File: config.mk
export PLATFORM = sky130hd
export DESIGN_NAME = vga_timing_gen
export DESIGN_NICKNAME = d
export VERILOG_FILES = /design/src/rtl/vga_timing_gen_pkg.sv /design/src/rtl/vga_timing_gen_axis.sv /design/src/rtl/vga_timing_gen.sv
export SDC_FILE = /design/constraint.sdc
export NUM_CORES = 1
export LEC_CHECK = 0
export CAP_MARGIN = 20
export CORE_MARGIN = 4
export CORE_UTILIZATION = 23
export DETAILED_ROUTE_END_ITERATION = 6
export PLACE_DENSITY_LB_ADDON = 0.3
export SETUP_SLACK_MARGIN = 0.5
export SLEW_MARGIN = 30
export SYNTH_ARGS = -nofsm -noshare
export SYNTH_HDL_FRONTEND = slang
export SYNTH_HIERARCHICAL = 1
export SYNTH_SLANG_ARGS = --single-unit
File: constraint.sdc
create_clock -name sys_clk_i -period 8.7 [get_ports sys_clk_i]
set_input_delay 1.74 -clock sys_clk_i [delete_from_list [all_inputs] [get_ports sys_clk_i]]
set_output_delay 1.74 -clock sys_clk_i [all_outputs]
set_load 0.02 [all_outputs]
File: src/rtl/vga_timing_gen_pkg.sv
// vga_pkg: shared timing-mode type, the stock 640x480 mode and frame-size helpers
package vga_pkg;
  typedef struct packed {
    logic [15:0] h_active, h_fp, h_sync, h_bp;
    logic [15:0] v_active, v_fp, v_sync, v_bp;
  } mode_t;
  localparam mode_t MODE_640x480 = '{
    h_active: 16'd640, h_fp: 16'd16, h_sync: 16'd96, h_bp: 16'd48,
    v_active: 16'd480, v_fp: 16'd10, v_sync: 16'd2,  v_bp: 16'd33
  };
  function automatic int axis_total(int active, int fp, int sync, int bp);
    return active + fp + sync + bp;
  endfunction
  function automatic int h_total(mode_t m);
    return axis_total(int'(m.h_active), int'(m.h_fp), int'(m.h_sync), int'(m.h_bp));
  endfunction
  function automatic int v_total(mode_t m);
    return axis_total(int'(m.v_active), int'(m.v_fp), int'(m.v_sync), int'(m.v_bp));
  endfunction
endpackage

File: src/rtl/vga_timing_gen_axis.sv
// vga_axis_counter: one raster axis; flags describe the position after this edge
module vga_axis_counter import vga_pkg::*; #(
  parameter int CNT_W  = 10,
  parameter int ACTIVE = 640,
  parameter int FP     = 16,
  parameter int SYNC   = 96,
  parameter int BP     = 48
) (
  input  logic             clk,
  input  logic             rst_n,
  input  logic             adv,
  output logic [CNT_W-1:0] nxt,
  output logic             wrap,
  output logic             in_sync,
  output logic             in_active
);
  localparam int TOTAL = axis_total(ACTIVE, FP, SYNC, BP);
  localparam logic [CNT_W-1:0] LAST = CNT_W'(TOTAL - 1);
  localparam logic [CNT_W-1:0] S_LO = CNT_W'(ACTIVE + FP);
  localparam logic [CNT_W-1:0] S_HI = CNT_W'(ACTIVE + FP + SYNC - 1);
  localparam logic [CNT_W-1:0] ACT  = CNT_W'(ACTIVE);
  logic [CNT_W-1:0] cnt;
  always_comb begin
    wrap      = adv && cnt == LAST;
    nxt       = wrap ? '0 : adv ? cnt + 1'b1 : cnt;
    in_sync   = nxt >= S_LO && nxt <= S_HI;
    in_active = nxt < ACT;
  end
  always_ff @(posedge clk or negedge rst_n)
    if (!rst_n) cnt <= '0;
    else cnt <= nxt;
endmodule

File: src/rtl/vga_timing_gen.sv
// vga_timing_gen: parametrised VGA raster timing with pixel divider, enable and strobes
module vga_timing_gen import vga_pkg::*; #(
  parameter int CLK_DIV   = 4,
  parameter int CNT_W     = 10,
  parameter int H_ACTIVE  = int'(MODE_640x480.h_active),
  parameter int H_FP      = int'(MODE_640x480.h_fp),
  parameter int H_SYNC    = int'(MODE_640x480.h_sync),
  parameter int H_BP      = int'(MODE_640x480.h_bp),
  parameter int V_ACTIVE  = int'(MODE_640x480.v_active),
  parameter int V_FP      = int'(MODE_640x480.v_fp),
  parameter int V_SYNC    = int'(MODE_640x480.v_sync),
  parameter int V_BP      = int'(MODE_640x480.v_bp),
  parameter bit HSYNC_POL = 1'b0,
  parameter bit VSYNC_POL = 1'b0
) (
  input  logic             sys_clk_i,
  input  logic             reset_ni,
  input  logic             en_i,
  output logic [CNT_W-1:0] x_o,
  output logic [CNT_W-1:0] y_o,
  output logic             hsync_o,
  output logic             vsync_o,
  output logic             video_on_o,
  output logic             pixel_tick_o,
  output logic             line_start_o,
  output logic             frame_start_o,
  output logic             vblank_start_o
);
  localparam int DIV_W = CLK_DIV > 1 ? $clog2(CLK_DIV) : 1;
  localparam logic [DIV_W-1:0] DIV_LAST = DIV_W'(CLK_DIV - 1);
  localparam logic [CNT_W-1:0] V_BLANK = CNT_W'(V_ACTIVE);
  logic [DIV_W-1:0] div_cnt;
  logic [CNT_W-1:0] h_nxt, v_nxt;
  logic tick, h_wrap, v_wrap, h_sync, v_sync, h_act, v_act;
  assign tick = en_i && div_cnt == DIV_LAST;
  always_ff @(posedge sys_clk_i or negedge reset_ni)
    if (!reset_ni) div_cnt <= '0;
    else if (en_i) div_cnt <= tick ? '0 : div_cnt + 1'b1;
  vga_axis_counter #(.CNT_W(CNT_W), .ACTIVE(H_ACTIVE), .FP(H_FP), .SYNC(H_SYNC), .BP(H_BP)) u_h (
    .clk(sys_clk_i), .rst_n(reset_ni), .adv(tick),
    .nxt(h_nxt), .wrap(h_wrap), .in_sync(h_sync), .in_active(h_act)
  );
  vga_axis_counter #(.CNT_W(CNT_W), .ACTIVE(V_ACTIVE), .FP(V_FP), .SYNC(V_SYNC), .BP(V_BP)) u_v (
    .clk(sys_clk_i), .rst_n(reset_ni), .adv(h_wrap),
    .nxt(v_nxt), .wrap(v_wrap), .in_sync(v_sync), .in_active(v_act)
  );
  // outputs load the post-edge position so every output agrees with x_o/y_o
  always_ff @(posedge sys_clk_i or negedge reset_ni)
    if (!reset_ni) begin
      x_o            <= '0;
      y_o            <= '0;
      hsync_o        <= ~HSYNC_POL;
      vsync_o        <= ~VSYNC_POL;
      video_on_o     <= 1'b0;
      pixel_tick_o   <= 1'b0;
      line_start_o   <= 1'b0;
      frame_start_o  <= 1'b0;
      vblank_start_o <= 1'b0;
    end else begin
      x_o            <= h_nxt;
      y_o            <= v_nxt;
      hsync_o        <= h_sync ? HSYNC_POL : ~HSYNC_POL;
      vsync_o        <= v_sync ? VSYNC_POL : ~VSYNC_POL;
      video_on_o     <= h_act && v_act;
      pixel_tick_o   <= tick;
      line_start_o   <= h_wrap;
      frame_start_o  <= h_wrap && v_wrap;
      vblank_start_o <= h_wrap && v_nxt == V_BLANK;
    end
endmodule

==> impl_metrics.csv <==
group,metric,value,unit
placed_design,placed_area,0.002446,mm2
clocking,clockBufferDepth,2,
final_layout,most-common-layout-cells,"47 x dfrtp_1, 28 x clkdlybuf4s50_1, 15 x nor2_1",
floorplan,pin_count,30,
timing,hold_viol,0,
worst_setup_path,rrSetupSlack,5.46,ns
global_routing,grt_util_met3,1.962,%
timing,worst_pin_slew,0.7337,ns
floorplan,initial_utilization,23.67,%
clocking,htree_levels,2,
worst_setup_path,crit_start,"en_i",
timing,relSlewSlack,50.93,%
global_routing,antenna_found_initial,0,
status,outcome,"completed",
power_and_ir_drop,finalPower,0.4877,mW
floorplan,coreArea,0.008763,mm2
timing,setup_slack,4.013,ns
worst_setup_path,crit_type,"in -> reg",
floorplan,die_area,0.01060,mm2
synth,async_reset_ff_share,100.0,%
detailed_routing,routed_via_density,4.387,
clocking,post-cts-setup-buffers,0,
synth,syn_area_per_cell,12.42,um2
detailed_routing,route.vias.total,1338,
timing,period_needed,4.687,ns
detailed_routing,firstDrtPassIters,4,
synth,yosys_register_bits,49,
synth,synth-edff-count,0,
global_routing,grt_first_pass_wirelength,6927,um
timing,setup_viol,0,
final_layout,design_area,0.002536,mm2
clocking,cts_buffers,5,
worst_hold_path,whs_endpoint,"div_cnt[1]$_DFFE_PN0P_",
timing,fmax,213.3,MHz
global_routing,top_usage_layer,"met1",
worst_hold_path,min_from,"div_cnt[1]$_DFFE_PN0P_",
synth,syn_inst,167,
clocking,hold_buffers,0,
placed_design,dp_hpwl,2830,um
detailed_routing,wirelength,4069,um
placed_design,portBuffers,29,
final_layout,diodes,0,
final_layout,final_common_cell,"dfrtp_1",
clocking,cts_tree,"built",
power_and_ir_drop,cellPowerDensity,192.3,mW/mm2
final_layout,area_growth,22.26,%
timing,fin_crit_sh,53.88,%
final_layout,fillers,921,
worst_setup_path,r2r_start,"div_cnt[0]$_DFFE_PN0P_",
placed_design,place_inst,297,
global_routing,grt-ovfl-total,0,
clocking,ctsRootBufferMaster,"clkbuf_8",
worst_hold_path,hold_class,"reg -> reg",
floorplan,die_x,103.0,um
timing,finalSetupTns,0,ns
synth,yosysWarnings,6,
worst_setup_path,cp.arrival,4.89,ns
global_routing,grt.total_usage,8.421,%
power_and_ir_drop,peakVddDrop,0.00005749,V
synth,syn-num-nets,174,
job,cap_viol_max_count,0,
synth,synth_area,0.002074,mm2
detailed_routing,post_drt_wl_per_cell,13.34,um
placed_design,pre_cts_slack,3.695,ns
synth,synth-seq-area-share,59.23,%
synth,synth_cell_type_count,49,
detailed_routing,postRouteAntennaNets,0,
detailed_routing,drtIter0Drc,65,
worst_setup_path,r2r-end,"vblank_start_o$_DFF_PN0_",
final_layout,final_cells,305,
global_routing,grt_pass1_vias,1322,
power_and_ir_drop,p_leak,1.088,nW
worst_hold_path,holdPathStages,1,
floorplan,rows,34,
timing,maxSlewViolCount,0,
final_layout,drive_gt1_share,12.69,%
worst_setup_path,end_kind,"flop",
global_routing,grt_util_met1,12.67,%
detailed_routing,drcViolationCount,0,
global_routing,grt_use_met2,10.95,%
clocking,path_clk_slew,0.08,ns
worst_setup_path,crit_fanout,16,
floorplan,dieHeight,103.0,um
clocking,worstSkewPairLatency,0.30,ns
timing,rsz0062_at_grt,"false",
final_layout,nets,203,
placed_design,gp_congestion,0.7553,
clocking,cts_resized,0,
worst_setup_path,r2r_cells,9,
synth,synthFlopType,"dfrtp_1",
worst_setup_path,required,8.91,ns
worst_setup_path,critPathLaunchType,"primary input",
timing,hold_ws,0.5191,ns
clocking,cts.sinks,49,
global_routing,grt_max_degree,50,
final_layout,finish.utilization,28.94,%
timing,fin_worst_skew,0.006204,ns
## critical path: stages
cell             delay (ns)
clkdlybuf4s50_1        0.51
and2_1                 0.33
nand4_1                0.21
nor3_4                 0.61
nand4_1                0.15
and4bb_2               0.42
nor2_1                 0.12
or4b_1                 0.55
nor4_2                 0.25
## state kept, by name, summed over array words and instances, names as in the netlist, 2 cells and up
register and count:
y_o 10, u_h/cnt 10, x_o 10, u_v/cnt 10, div_cnt 2
## kinds of logic after synthesis
kind of cell,count (synthesis),share of synthesized area (%)
compound gates,16,5.730
xor+xnor,14,6.273
fa+ha+maj,4,2.413
buf+inv,11,3.196
mux,4,2.051
flops,49,59.23
simple gates,69,21.11
## layer usage
metal | share of wire [%] | up-vias
li1 | - | 641
met1 | 51 | 655
met2 | 42 | 38
met3 | 6.1 | 4
met4 | 1.2 | 0
met5 | 0 | -
## Yosys cell counts, types with 2 or more instances
cell	number	area share, %
inv_1	4	0.72
mux2i_1	2	0.97
and2_1	3	0.90
nor4_1	3	0.90
nor2_1	15	2.7
nand4_1	6	1.8
or3_1	3	0.90
nand2_1	13	2.4
nor3_4	2	1.6
o21ai_0	5	1.2
nand3_1	6	1.4
a21oi_1	2	0.48
xnor2_1	7	3.0
dfrtp_1	47	57
xor2_1	6	2.5
mux2_2	2	1.1
ha_1	4	2.4
buf_4	4	1.4
dfstp_2	2	2.5
a41oi_1	2	0.84
## report_power, final
group / leakage (nW) / internal, mW / switching (mW) / total, mW
clock: 0.0455 / 0.0649 / 0.0690 / 0.134
sequential: 0.654 / 0.252 / 0.0208 / 0.273
combinational: 0.388 / 0.0387 / 0.0420 / 0.0807
total: 1.09 / 0.356 / 0.132 / 0.488
## area by class of cell
type                            count  area [um2]  area share (%)
Clock buffer                        8       90.09           3.552
Inverter                            4       15.01          0.5920
Multi-Input combinational cell    107       779.5           30.74
Sequential cell                    49        1229           48.45
Tap cell                          108       135.1           5.328
Timing Repair Buffer               29       287.8           11.35
## how the worst max path moves through the flow
stage                               endpoint  slack (ns)  depth (start not counted)
CTS                 vblank_start_o$_DFF_PN0_        4.00                          9
floorplan           vblank_start_o$_DFF_PN0_        4.66                         11
global route        vblank_start_o$_DFF_PN0_        3.75                          9
finish              vblank_start_o$_DFF_PN0_        4.01                          9
detailed placement  vblank_start_o$_DFF_PN0_        3.69                          9
global placement    vblank_start_o$_DFF_PN0_        3.79                          9
(Power assumes the default switching activity.)
